### src/rtl/seq_det_scheduler.sv
// seq_det_scheduler: lets NREQ requesters take turns using one external
// bit-serial sequence detector. A round-robin arbiter picks a winner and
// captures its word. The detector is then cleared for one cycle and the
// word is shifted in MSB-first. The detector's hits are counted and the
// total is returned to the winner with a one-cycle done strobe.

module seq_det_scheduler #(
  parameter int NREQ  = 4,
  parameter int WIDTH = 8,
  parameter int CNT_W = 4,
  parameter int ID_W  = 2
) (
  input  logic                  clk,
  input  logic                  reset,
  input  logic [NREQ-1:0]       req,
  input  logic [NREQ*WIDTH-1:0] word_in,
  output logic [NREQ-1:0]       grant,
  output logic                  busy,
  output logic                  done,
  output logic [ID_W-1:0]       done_id,
  output logic [CNT_W-1:0]      match_count,
  output logic                  det_reset,
  output logic                  det_data_in,
  input  logic                  det_out
);

  typedef enum logic [2:0] {
    S_IDLE,
    S_FLUSH,
    S_SHIFT,
    S_DRAIN,
    S_DONE
  } state_t;

  state_t r_state;
  state_t w_nextState;

  logic [NREQ-1:0]  r_grant;
  logic [WIDTH-1:0] r_shiftReg;
  logic [CNT_W-1:0] r_bitCnt;
  logic [CNT_W-1:0] r_hitCnt;
  logic [ID_W-1:0]  r_rrPtr;
  logic [ID_W-1:0]  r_doneId;
  logic [CNT_W-1:0] r_matchCount;

  logic             w_anyReq;
  logic [ID_W-1:0]  w_winner;
  logic [ID_W:0]    w_sum;
  logic [NREQ-1:0]  w_winnerOneHot;
  logic [WIDTH-1:0] w_winnerWord;
  logic             w_lastBit;
  logic             w_flush;

  // Round-robin search: scan from the slot after the last winner, wrapping
  // modulo NREQ, and take the first requester found.
  always_comb begin
    w_anyReq = 1'b0;
    w_winner = '0;
    w_sum    = '0;
    for (int k = 1; k <= NREQ; k++) begin
      w_sum = {1'b0, r_rrPtr} + (ID_W+1)'(k);
      if (w_sum >= (ID_W+1)'(NREQ)) begin
        w_sum = w_sum - (ID_W+1)'(NREQ);
      end
      if (!w_anyReq && req[w_sum[ID_W-1:0]]) begin
        w_anyReq = 1'b1;
        w_winner = w_sum[ID_W-1:0];
      end
    end
  end

  assign w_winnerOneHot = NREQ'(1) << w_winner;
  assign w_winnerWord   = word_in[int'(w_winner)*WIDTH +: WIDTH];
  assign w_lastBit      = (r_bitCnt == CNT_W'(WIDTH-1));

  // State register; an asynchronous reset abandons any operation in flight.
  always_ff @(posedge clk or posedge reset) begin
    if (reset) begin
      r_state <= S_IDLE;
    end else begin
      r_state <= w_nextState;
    end
  end

  // Next-state logic: FLUSH, DRAIN and DONE each last one cycle, and SHIFT
  // lasts WIDTH cycles.
  always_comb begin
    w_nextState = r_state;
    case (r_state)
      S_IDLE:  if (w_anyReq) w_nextState = S_FLUSH;
      S_FLUSH: w_nextState = S_SHIFT;
      S_SHIFT: if (w_lastBit) w_nextState = S_DRAIN;
      S_DRAIN: w_nextState = S_DONE;
      S_DONE:  w_nextState = S_IDLE;
      default: w_nextState = S_IDLE;
    endcase
  end

  // Decoded outputs: the detector sees data only during SHIFT.
  always_comb begin
    busy        = (r_state != S_IDLE);
    done        = (r_state == S_DONE);
    w_flush     = (r_state == S_FLUSH);
    det_data_in = 1'b0;
    if (r_state == S_SHIFT) begin
      det_data_in = r_shiftReg[WIDTH-1];
    end
  end

  // The detector is also held in reset while this block is in reset.
  assign det_reset   = reset | w_flush;
  assign grant       = r_grant;
  assign done_id     = r_doneId;
  assign match_count = r_matchCount;

  // Datapath. At grant, the word is captured and the pointer advances.
  // During SHIFT, bits are shifted out and hits are counted. det_out lags the
  // driven bit by one cycle, so the first SHIFT cycle is ignored. The hit for
  // the last bit appears during DRAIN.
  always_ff @(posedge clk or posedge reset) begin
    if (reset) begin
      r_grant      <= '0;
      r_shiftReg   <= '0;
      r_bitCnt     <= '0;
      r_hitCnt     <= '0;
      r_rrPtr      <= ID_W'(NREQ-1);
      r_doneId     <= '0;
      r_matchCount <= '0;
    end else begin
      case (r_state)
        S_IDLE: begin
          if (w_anyReq) begin
            r_grant    <= w_winnerOneHot;
            r_shiftReg <= w_winnerWord;
            r_hitCnt   <= '0;
            r_rrPtr    <= w_winner;
          end
        end
        S_FLUSH: begin
          r_bitCnt <= '0;
        end
        S_SHIFT: begin
          r_shiftReg <= {r_shiftReg[WIDTH-2:0], 1'b0};
          r_bitCnt   <= r_bitCnt + CNT_W'(1);
          if ((r_bitCnt != '0) && det_out) begin
            r_hitCnt <= r_hitCnt + CNT_W'(1);
          end
        end
        S_DRAIN: begin
          r_matchCount <= r_hitCnt + CNT_W'(det_out);
          r_doneId     <= r_rrPtr;
        end
        S_DONE: begin
          r_grant <= '0;
        end
        default: begin
        end
      endcase
    end
  end

endmodule

### config.mk
export PLATFORM = sky130hd
export DESIGN_NAME = seq_det_scheduler
export DESIGN_NICKNAME = d
export VERILOG_FILES = /design/src/rtl/seq_det_scheduler.sv
export SDC_FILE = /design/constraint.sdc
export NUM_CORES = 1
export LEC_CHECK = 0
export ABC_AREA = 1
export CORE_MARGIN = 4
export CORE_UTILIZATION = 56
export CTS_BUF_LIST = sky130_fd_sc_hd__clkbuf_8 sky130_fd_sc_hd__clkbuf_16
export DETAILED_ROUTE_END_ITERATION = 8
export DONT_BUFFER_PORTS = 1
export GPL_TIMING_DRIVEN = 0
export PLACE_DENSITY = 0.75
export REMOVE_ABC_BUFFERS = 1
export SETUP_SLACK_MARGIN = 0.15
export SKIP_LAST_GASP = 1
export SLEW_MARGIN = 20
export SYNTH_ARGS = -nofsm -noshare
export SYNTH_HDL_FRONTEND = slang
export SYNTH_SLANG_ARGS = --single-unit
### constraint.sdc
create_clock -name clk -period 2.2 [get_ports clk]
set_input_delay 0.44 -clock clk [delete_from_list [all_inputs] [get_ports clk]]
set_output_delay 0.44 -clock clk [all_outputs]
set_load 0.01 [all_outputs]
==> results of run 1 <==
==> flip-flops by register name, indices dropped and copies added (netlist names) <==
signal       flops
grant            4
r_bitCnt         4
match_count      4
r_state          3
r_hitCnt         4
done_id          2
r_shiftReg       8
r_rrPtr          2
==> cells by family after synthesis <==
family                     Yosys count  synth area share, %
and+or+nand+nor                    178                 39.2
buffers and inverters               45                 11.0
DFF                                 31                 36.9
AOI/OAI and AO/OA                   30                 8.25
adders and majority gates            5                 2.97
xor gates and xnor gates             4                 1.66
==> power by group through the flow <==
stage               combinational, mW  sequential (mW)  clock, mW
finish                           3.35             1.00      0.491
global route                     3.76             1.03      0.529
CTS                              2.71             1.01      0.496
detailed placement               2.45             1.02          0
global placement                 2.40             1.00          0
floorplan                        2.04            0.974          0
==> per-stage QoR <==
stage	cell area [sq um]	std cells	util [%]	total power, mW
after floorplan	2020	287	-	3.02
after global placement	2080	335	56.9	3.41
after detailed placement	2080	335	56.9	3.47
after CTS	2250	347	61.5	4.21
after global routing	2460	359	67.1	5.32
final	2460	359	67.1	4.84
==> routing by layer <==
metal  vias up  part of all wire (%)  wire (microns)
met2        52                    50            2390
met3         9                   6.3             296
met1       882                    42            1990
li1        964                     -               -
met4         0                   1.2              57
met5         -                     0               0
==> path summary, 6_finish.rpt <==
kind | start | end | slack, ps | depth (start not counted)
max | r_rrPtr[0] | r_shiftReg[2] | 180 | 14
min | reset | match_count[1] | 120 | 1
max reg2reg | r_rrPtr[0] | r_shiftReg[2] | 180 | 14
min reg2reg | r_bitCnt[3] | r_bitCnt[3] | 470 | 1
max in group asynchronous | reset | r_hitCnt[2] | 1660 | 1
min in group clk | det_out | r_hitCnt[0] | 390 | 2
==> cell usage in the layout, fill, tap and decap left out, types with 3 or more instances in the layout <==
cell	n
nor2_1	5
inv_2	7
o22ai_1	7
buf_12	3
o21ai_1	3
clkbuf_8	7
a21oi_1	3
nand2_4	3
buf_4	8
inv_1	29
nand2_1	108
xor2_1	3
ha_1	5
nand2_8	3
dfrtp_1	29
nand3_1	27
o21ai_0	11
nand2_2	20
==> cell usage after synthesis, types with 2 or more instances <==
cell type / n
a21oi_1: 3
a31oi_1: 2
buf_6: 2
clkbuf_8: 3
dfrtp_1: 29
dfstp_2: 2
ha_1: 5
inv_1: 33
inv_2: 4
nand2_1: 115
nand2_2: 12
nand2_4: 5
nand3_1: 29
nor2_1: 7
nor3_1: 2
o21ai_0: 11
o21ai_1: 4
o22ai_1: 7
xor2_1: 3
==> final cells by class <==
class	count	area, sq um	share of cell area, %
Clock buffer	7	96.3	3.92
Clock inverter	1	3.75	0.153
Inverter	39	155	6.32
Multi-Input combinational cell	219	1190	48.7
Sequential cell	31	778	31.7
Tap cell	48	60.1	2.45
Timing Repair Buffer	14	168	6.83
==> timing repair <==
| item | CTS | global route |
|---|---|---|
| gates resized for setup | 2 | 25 |
| endpoints found under the hold margin | 0 | 0 |
| pin swaps | 2 | 14 |
| gates cloned | 0 | 3 |
| endpoints found under the setup margin | 13 | 14 |
| buffers inserted | 4 | 9 |
==> worst max-delay path, stage by stage, from the launching register on <==
cell and delay [ps]:
dfstp_2 620, inv_4 80, nand2_1 80, nand2_2 70, nand2_1 80, nand2_2 80
inv_1 150, nand2_1 110, nor3_4 190, inv_2 90, nand2_2 150, nand2_1 80
nand2_1 70, nand2_1 50, nand2_1 50
==> out/results.tsv, run 1 <==
stage	metric	value	unit
floorplan	die-area	4810	sq um
power_and_ir_drop	clockPowerShare	10.1	%
critical_path	cp_max_fo	9	
cts	cts_tree	done	
floorplan	rows	22	
power_and_ir_drop	swShare	50.6	%
power_and_ir_drop	p_seq_share	20.7	%
floorplan	core	3660	sq um
cts	htreeDepth	2	
synth	synth.distinct_cells	34	
floorplan	chipHeight	69.4	microns
final_layout	area_growth	16.5	%
timing	finalClockSkew	2.82	ps
synth	ys_ff_latch	31	
critical_path	arrival	2250	ps
placement	port_buffers	0	
power_and_ir_drop	p_per_area	1970	nW/um^2
power_and_ir_drop	p_int	2.39	mW
synth	synth-edff-count	0	
global_routing	grt.overflow.total	0	
synth	netlist_area	2110	sq um
critical_path	required	2430	ps
routing	first_pass_iters	4	
timing	setup_ws	181	ps
final_layout	nNetsFinal	354	
floorplan	start_util	57.6	%
run_status	status	finished, final reports clean	
synth	synth.top_cell.area_share	34.4	%
final_layout	n_antenna_cell	0	
cts	clk-insertion-delay-late	280	ps
synth	synth.area.top_cells	dfrtp_1 (34%), nand2_1 (20%), nand3_1 (6.9%)	
critical_path	critPathKind	reg2reg	
cts	ctsRootBufferMaster	clkbuf_8	
synth	synth_top_cell_by_area	dfrtp_1	
timing	hold-worst-slack	124	ps
timing	finalHoldViolCount	0	
critical_path	endpoint_kind	flip-flop	
power_and_ir_drop	p_comb_share	69.1	%
hold_path	hp-class	in2async	
global_routing	grt_pass1_wl	7400	microns
global_routing	grt_use_met1	23.3	%
routing	drtIter0Drc	98	
placement	place.gp.congestion	0.860	
timing	min_period	2020	ps
timing	rsz0062_at_grt	true	
final_layout	fill_cells	313	
synth	seq_area_frac_synth	36.9	%
power_and_ir_drop	leakage	1.27	nW
cts	path_clk_slew	60	ps
global_routing	grtUsageTotal	18.7	%
global_routing	first_global_vias	1711	
routing	vias	1907	
global_routing	grt_max_degree	33	
global_routing	grtUsageMet3	5.80	%
synth	async_reset_ff_share	100	%
routing	remaining_drc_errors	0	
power_and_ir_drop	switchingPower	2.45	mW
critical_path	crit_path_start_kind	flip-flop	
cts	hold_buffers	0	
timing	report.final.setup_viol	0	
global_routing	top_usage_layer	met2	
timing	clock.fmax	495	MHz
final_layout	drive_gt1_share	22.8	%
routing	drt-total-wl	4730	microns
timing	relSlewSlack	56.9	%
floorplan	fp.dieW	69.4	microns
flow_run	cap_violations	0	
timing	period_share	91.8	%
cts	numCtsBuffers	5	
timing	worstMarginPinSlew	645	ps
placement	dpl.hpwl	3040	microns
synth	avgSynthCellArea	7.20	sq um
synth	postSynthCellCount	293	
synth	ys_warn_count	0	
routing	avgViaCountPerCell	5.31	
placement	place_ws	59.7	ps
global_routing	antenna_found_initial	0	
routing	wl_per_cell	13.2	microns
routing	postRouteAntennaNets	0	
floorplan	ioPinCount	53	
global_routing	met2_usage	31.1	%
cts	cts_max_path_buffers	2	
cts	clock-sinks	31	
synth	synth-main-ff-cell	dfrtp_1	
power_and_ir_drop	vdd.ir_drop.worst	1280	uV
timing	slew_violations	0	
timing	fin_tns_setup	0	ps
Power figures use the tool's default switching activity.
==> inputs of run 2 (changes only) <==
--- a/config.mk
+++ b/config.mk
@@ -16,7 +16,6 @@
 export REMOVE_ABC_BUFFERS = 1
 export SETUP_SLACK_MARGIN = 0.15
 export SKIP_LAST_GASP = 1
-export SLEW_MARGIN = 20
 export SYNTH_ARGS = -nofsm -noshare
 export SYNTH_HDL_FRONTEND = slang
 export SYNTH_SLANG_ARGS = --single-unit
==> run 2 against run 1 <==
First-iteration DRC count increased by 1.0%; via count decreased by 0.52%; critical endpoint unchanged; global-route usage about the same; flip-flop and latch count stayed put.
==> out/results.tsv, run 2 (synthesized netlist as in run 1, its figures left out) <==
stage	metric	value	unit	change
cts	clock-sinks	31		unchanged
timing	finalClockSkew	2.96	ps	was 2.82 ps
floorplan	start_util	57.6	%	unchanged
timing	finalHoldViolCount	0		unchanged
power_and_ir_drop	leakage	1.26	nW	was 1.27 nW
global_routing	grt_pass1_wl	7410	microns	was 7400 microns
hold_path	hp-class	in2async		unchanged
timing	min_period	2020	ps	about the same
global_routing	grt.overflow.total	0		unchanged
final_layout	final_cell_mix	nand2_1 (108), inv_1 (29), dfrtp_1 (29), nand3_1 (27), nand2_2 (20)		unchanged
cts	cts_tree	done		unchanged
global_routing	antenna_found_initial	0		unchanged
placement	port_buffers	0		unchanged
floorplan	chipHeight	69.4	microns	unchanged
final_layout	n_antenna_cell	0		unchanged
routing	vias	1897		was 1907
routing	postRouteAntennaNets	0		unchanged
critical_path	arrival	2250	ps	about the same
critical_path	critPathKind	reg2reg		unchanged
routing	remaining_drc_errors	0		unchanged
cts	clk-insertion-delay-late	280	ps	about the same
final_layout	largest_reg_flops	8		unchanged
routing	drt-met1-wl	2000	microns	was 1990 microns
timing	rsz0062_at_grt	true		unchanged
timing	clock.fmax	495	MHz	about the same
critical_path	endpoint_kind	flip-flop		unchanged
power_and_ir_drop	vdd.ir_drop.worst	1280	uV	about the same
final_layout	nNetsFinal	354		unchanged
floorplan	rows	22		unchanged
final_layout	largest-register	r_shiftReg		unchanged
routing	avgViaCountPerCell	5.28		was 5.31
run_status	status	finished, final reports clean		unchanged
floorplan	ioPinCount	53		unchanged
routing	first_pass_iters	4		unchanged
routing	wl_met3	297	microns	was 296 microns
routing	wl_per_cell	13.2	microns	about the same
global_routing	grt_max_degree	33		unchanged
timing	slew_violations	0		unchanged
power_and_ir_drop	p_per_area	1970	nW/um^2	about the same
critical_path	crit_path_start_kind	flip-flop		unchanged
cts	numCtsBuffers	5		unchanged
timing	hold-worst-slack	115	ps	was 124 ps
final_layout	drive_gt1_share	22.8	%	unchanged
final_layout	area_growth	16.7	%	was 16.5%
routing	met2_length	2380	microns	was 2390 microns
global_routing	grtUsageTotal	18.7	%	about the same
critical_path	r2r_slack	180	ps	about the same
routing	drt-total-wl	4740	microns	was 4730 microns
cts	htreeDepth	2		unchanged
routing	highest_layer	met4		unchanged
floorplan	die-area	4810	sq um	unchanged
cts	cts_max_path_buffers	2		unchanged
placement	place.gp.congestion	0.860		unchanged
critical_path	cp_max_fo	9		unchanged
floorplan	fp.dieW	69.4	microns	unchanged
final_layout	final_common_cell	nand2_1		unchanged
timing	report.final.setup_viol	0		unchanged
placement	dpl.hpwl	3040	microns	about the same
cts	ctsRootBufferMaster	clkbuf_8		unchanged
floorplan	core	3660	sq um	unchanged
cts	path_clk_slew	60	ps	about the same
timing	period_share	91.8	%	about the same
timing	worstMarginPinSlew	664	ps	was 645 ps
routing	drtIter0Drc	99		was 98
flow_run	cap_violations	0		unchanged
timing	relSlewSlack	55.6	%	was 56.9%
critical_path	required	2430	ps	about the same
timing	fin_tns_setup	0	ps	unchanged
global_routing	first_global_vias	1710		was 1711
[run 2: cell types whose count changed in the layout (fill, tap and decap cells not counted), sizes merged]
| cell | delta |
|---|---|
| clkinvlp | +1 |
| inv | -1 |
[run 2: stage by stage]
step                      util, %  area, sq um  power, mW  setup slack (ps)  std cells
after floorplan                 -         2020       3.02               320        287
after global placement       56.9         2080       3.41              98.6        335
after detailed placement     56.9         2080       3.47              59.7        335
after CTS                    61.6         2250       4.21              69.4        347
after global routing         67.2         2460       5.32              53.1        359
final                        67.2         2460       4.84               181        359
[run 2: power breakdown]
part	switching, mW	internal [mW]
registers	0.188	0.816
clock network	0.210	0.281
logic	2.05	1.29
[run 2: layout make-up]
cell class | instances | area [sq um]
fill | 315 | 1200
multi-input combinational | 219 | 1190
sequential | 31 | 778
timing repair buffer | 14 | 168
inverter | 39 | 159
clock buffer | 7 | 96.3
tap | 48 | 60.1
clock inverter | 1 | 3.75
[run 2: what timing repair did]
item | CTS | global route
endpoints found under the setup margin | 14 | 14
cloned | 0 | 3
pin swaps | 2 | 14
resized for setup | 3 | 25
buffers inserted | 4 | 9
hold buffers | 0 | 0
[run 2: worst paths after layout]
kind / startpoint / endpoint / cells after the start
setup / recovery: r_rrPtr[0] / r_shiftReg[2] / 14
hold / removal: reset / match_count[1] / 1
max in group asynchronous: reset / r_rrPtr[1] / 1
min in group clk: det_out / match_count[0] / 3
setup reg to reg: r_rrPtr[0] / r_shiftReg[2] / 14
hold reg to reg: r_bitCnt[3] / r_bitCnt[3] / 1
[run 2: worst max-delay path, cell delays in order, from the launching register on]
cell     delay (ps)
dfstp_2         620
inv_4            80
nand2_1          80
nand2_2          70
nand2_1          80
nand2_2          80
inv_1           150
nand2_1         110
nor3_4          190
inv_2            90
nand2_2         150
nand2_1          80
nand2_1          70
nand2_1          50
nand2_1          50
[run 2: routing by layer]
layer  vias to the layer above  global-route usage, %
met5                         -                      0
met4                         0                   5.21
met3                         9                   5.80
met2                        50                   31.3
met1                       876                   23.3
li1                        962                      -
==> patch: new RTL, settings of run 1 <==
`ID_W`: 2 -> 4.
--- a/src/rtl/seq_det_scheduler.sv
+++ b/src/rtl/seq_det_scheduler.sv
@@ -9,5 +9,5 @@
   parameter int WIDTH = 8,
   parameter int CNT_W = 4,
-  parameter int ID_W  = 2
+  parameter int ID_W  = 4
 ) (
   input  logic                  clk,
Interface: changed (resized done_id); port bits go from 53 to 55. The function was not compared with the original's and may differ.
==> patch against run 1 <==
  * The run now ends with negative setup slack left
  * Sequential cell count up 4
  * Global-route usage up 5.8 points
  * Area after synthesis up 29%
  * Setup slack worse by 0.67 ns
  * Final area up 43%
  * Routed wire length up 61%
  * Highest routed layer unchanged
  * Clock skew up 0.0090 ns
  * Count of clock-buffer cells in the layout down 1
  * Sequential share of layout area down 6.6 points
Power is left out: the tool's default activity adds up to more than one toggle a clock period on the data nets, which glitch-free logic cannot reach.
==> patch: results (changes against run 1) <==
| Metric | Value |
|---|---|
| CTS max path bufs | `2 (unchanged)` |
| Post-synth cell types | `35 (was 34)` |
| Detailed-router iteration count before antenna repair | `4 (unchanged)` |
| Hpwl dp | `4350 µm (was 3040 µm)` |
| Nets@finish | `482 (was 354)` |
| Clk slew on worst S/H paths | `0.07 ns` |
| Slew @ Worst Pin | `0.720 ns (was 0.645 ns)` |
| Setup violators final | `20 (was 0)` |
| Clk_skew | `0.0118 ns (was 0.00282 ns)` |
| Port Buf Inserts | `0 (unchanged)` |
| Status | `complete, but fails checks (was finished clean)` |
| CTS H-tree depth | `2 (unchanged)` |
| Failing checks | `negative setup slack` |
| CP max stage cell | `dfstp_2 (unchanged)` |
| Hold crit path type | `input pin to async pin (unchanged)` |
| Worst skew pair latency | `0.29 ns` |
| Layout fillers | `323 (was 313)` |
| Slew Viols, Final | `0 (unchanged)` |
| Synth Instances | `391 (was 293)` |
| Largest Register | `r_shiftReg (unchanged)` |
| Clk Tree Root Cell | `clkbuf_8 (unchanged)` |
| Initial antenna violation count | `0 (unchanged)` |
| Fin worst setup slack | `-0.489 ns (was 0.181 ns)` |
| Max incr delay on CP | `0.60 ns (was 0.62 ns)` |
| First-pass GRT wire length | `11800 µm (was 7400 µm)` |
| Layout cells sized above 1 | `30.9% (was 22.8%)` |
| Ys async rst share | `100% (unchanged)` |
| GRT Overall Usage | `24.4% (was 18.7%)` |
| Antenna cells | `0 (unchanged)` |
| Max reg flops | `8 (unchanged)` |
| RePlAce Congestion | `0.817 (was 0.860)` |
| Largest net degree at the start of global routing | `37 (was 33)` |
| Setup TNS | `-7.35 ns (was 0 ns)` |
| Non-filler cells in the finished layout | `491 (was 359)` |
| Worst Path Max Fanout | `10 (was 9)` |
| Vias | `2675 (was 1907)` |
| Largest cells by area after synthesis | `dfrtp_1 (30%), nand2_1 (17%), ha_1 (8.7%) (was dfrtp_1 (34%), nand2_1 (20%), nand3_1 (6.9%))` |
| WL final | `7620 µm (was 4730 µm)` |
| Crit-path leading delay family | `simple AND/OR/NAND/NOR gates (unchanged)` |
| List of most frequent post-synthesis cells | `nand2_1 (124), inv_1 (55), nand3_1 (47) (was nand2_1 (115), inv_1 (33), dfrtp_1 (29), nand3_1 (29), nand2_2 (12))` |
| 1st-iter DRT viols | `125 (was 98)` |
| Inserted Clock Buffers | `5 (unchanged)` |
| Placed Instances | `452 (was 335)` |
| Vias in the first global route | `2632 (was 1711)` |
| Yosys Warn Count | `0 (unchanged)` |
| Sequential-to-total area share from yosys stat | `32.2% (was 36.9%)` |
| CP arrival | `2.92 ns (was 2.25 ns)` |
==> patch: cell types whose count changed after synthesis, sizes merged, moves of 3 or more <==
| cell | change |
|---|---|
| dfrtp | +4 |
| nand3b | +3 |
| nand3 | +22 |
| nand4 | +8 |
| o21ai | +5 |
| inv | +22 |
| nor2 | +17 |
| ha | +14 |
==> patch: logic make-up after synthesis <==
kind of cell	after synthesis	synth area share (%)
simple gates	227	39.6
xor+xnor	5	1.61
compound gates	37	7.70
flops	35	32.2
buf+inv	68	10.2
fa+ha+maj	19	8.71
==> patch: per-layer routing <==
metal,vias up,global-route usage (%),part of all wire (%)
li1,1330,-,-
met5,-,0,0
met3,17,6.38,6.9
met1,1225,29.9,40
met4,0,11.7,2.8
met2,103,39.8,50
==> patch: path summary, 6_finish.rpt <==
path                                 end  cells past startpoint         from  slack [ns]
min in group clk           r_shiftReg[7]                      4  word_in[31]        0.36
min reg2reg                  r_bitCnt[3]                      1  r_bitCnt[3]        0.47
max in group asynchronous     r_rrPtr[2]                      1        reset        1.56
max reg2reg                r_shiftReg[4]                     14   r_rrPtr[1]       -0.49
min                           r_rrPtr[2]                      1        reset        0.15
max                        r_shiftReg[4]                     14   r_rrPtr[1]       -0.49
==> patch: stage by stage <==
step	worst slack (ns)	instance area, µm²
after floorplan	-0.321	2680
after global placement	-0.816	2770
after detailed placement	-0.883	2770
after CTS	-0.413	3290
after global routing	-0.609	3520
final	-0.489	3520
==> patch: cell type report <==
class / count / area share, %
inverters: 62 / 7.25
clock inverters: 1 / 0.142
flip-flops and latches: 35 / 25.1
clock buffers: 6 / 2.35
multi-input cells: 292 / 54.7
well taps: 67 / 2.38
repair buffers: 28 / 8.03
==> patch: repair_timing <==
| action | in CTS | in global routing |
|---|---|---|
| setup endpoints to repair | 22 | 22 |
| resized for setup | 54 | 50 |
| pin swaps | 37 | 45 |
| cloned | 4 | 1 |
| setup buffers | 20 | 7 |
==> patch: worst reg2reg max path, cell delays in order (launching register included) <==
cell        delay [ns]
dfstp_2           0.60
clkinvlp_4        0.20
ha_4              0.31
buf_6             0.12
nand3_4           0.08
nand2_4           0.08
nor2_4            0.18
buf_12            0.13
nand3_4           0.13
buf_4             0.18
nand3_2           0.21
nand4_1           0.16
nand2_1           0.11
nand2_1           0.05
nand3_1           0.07
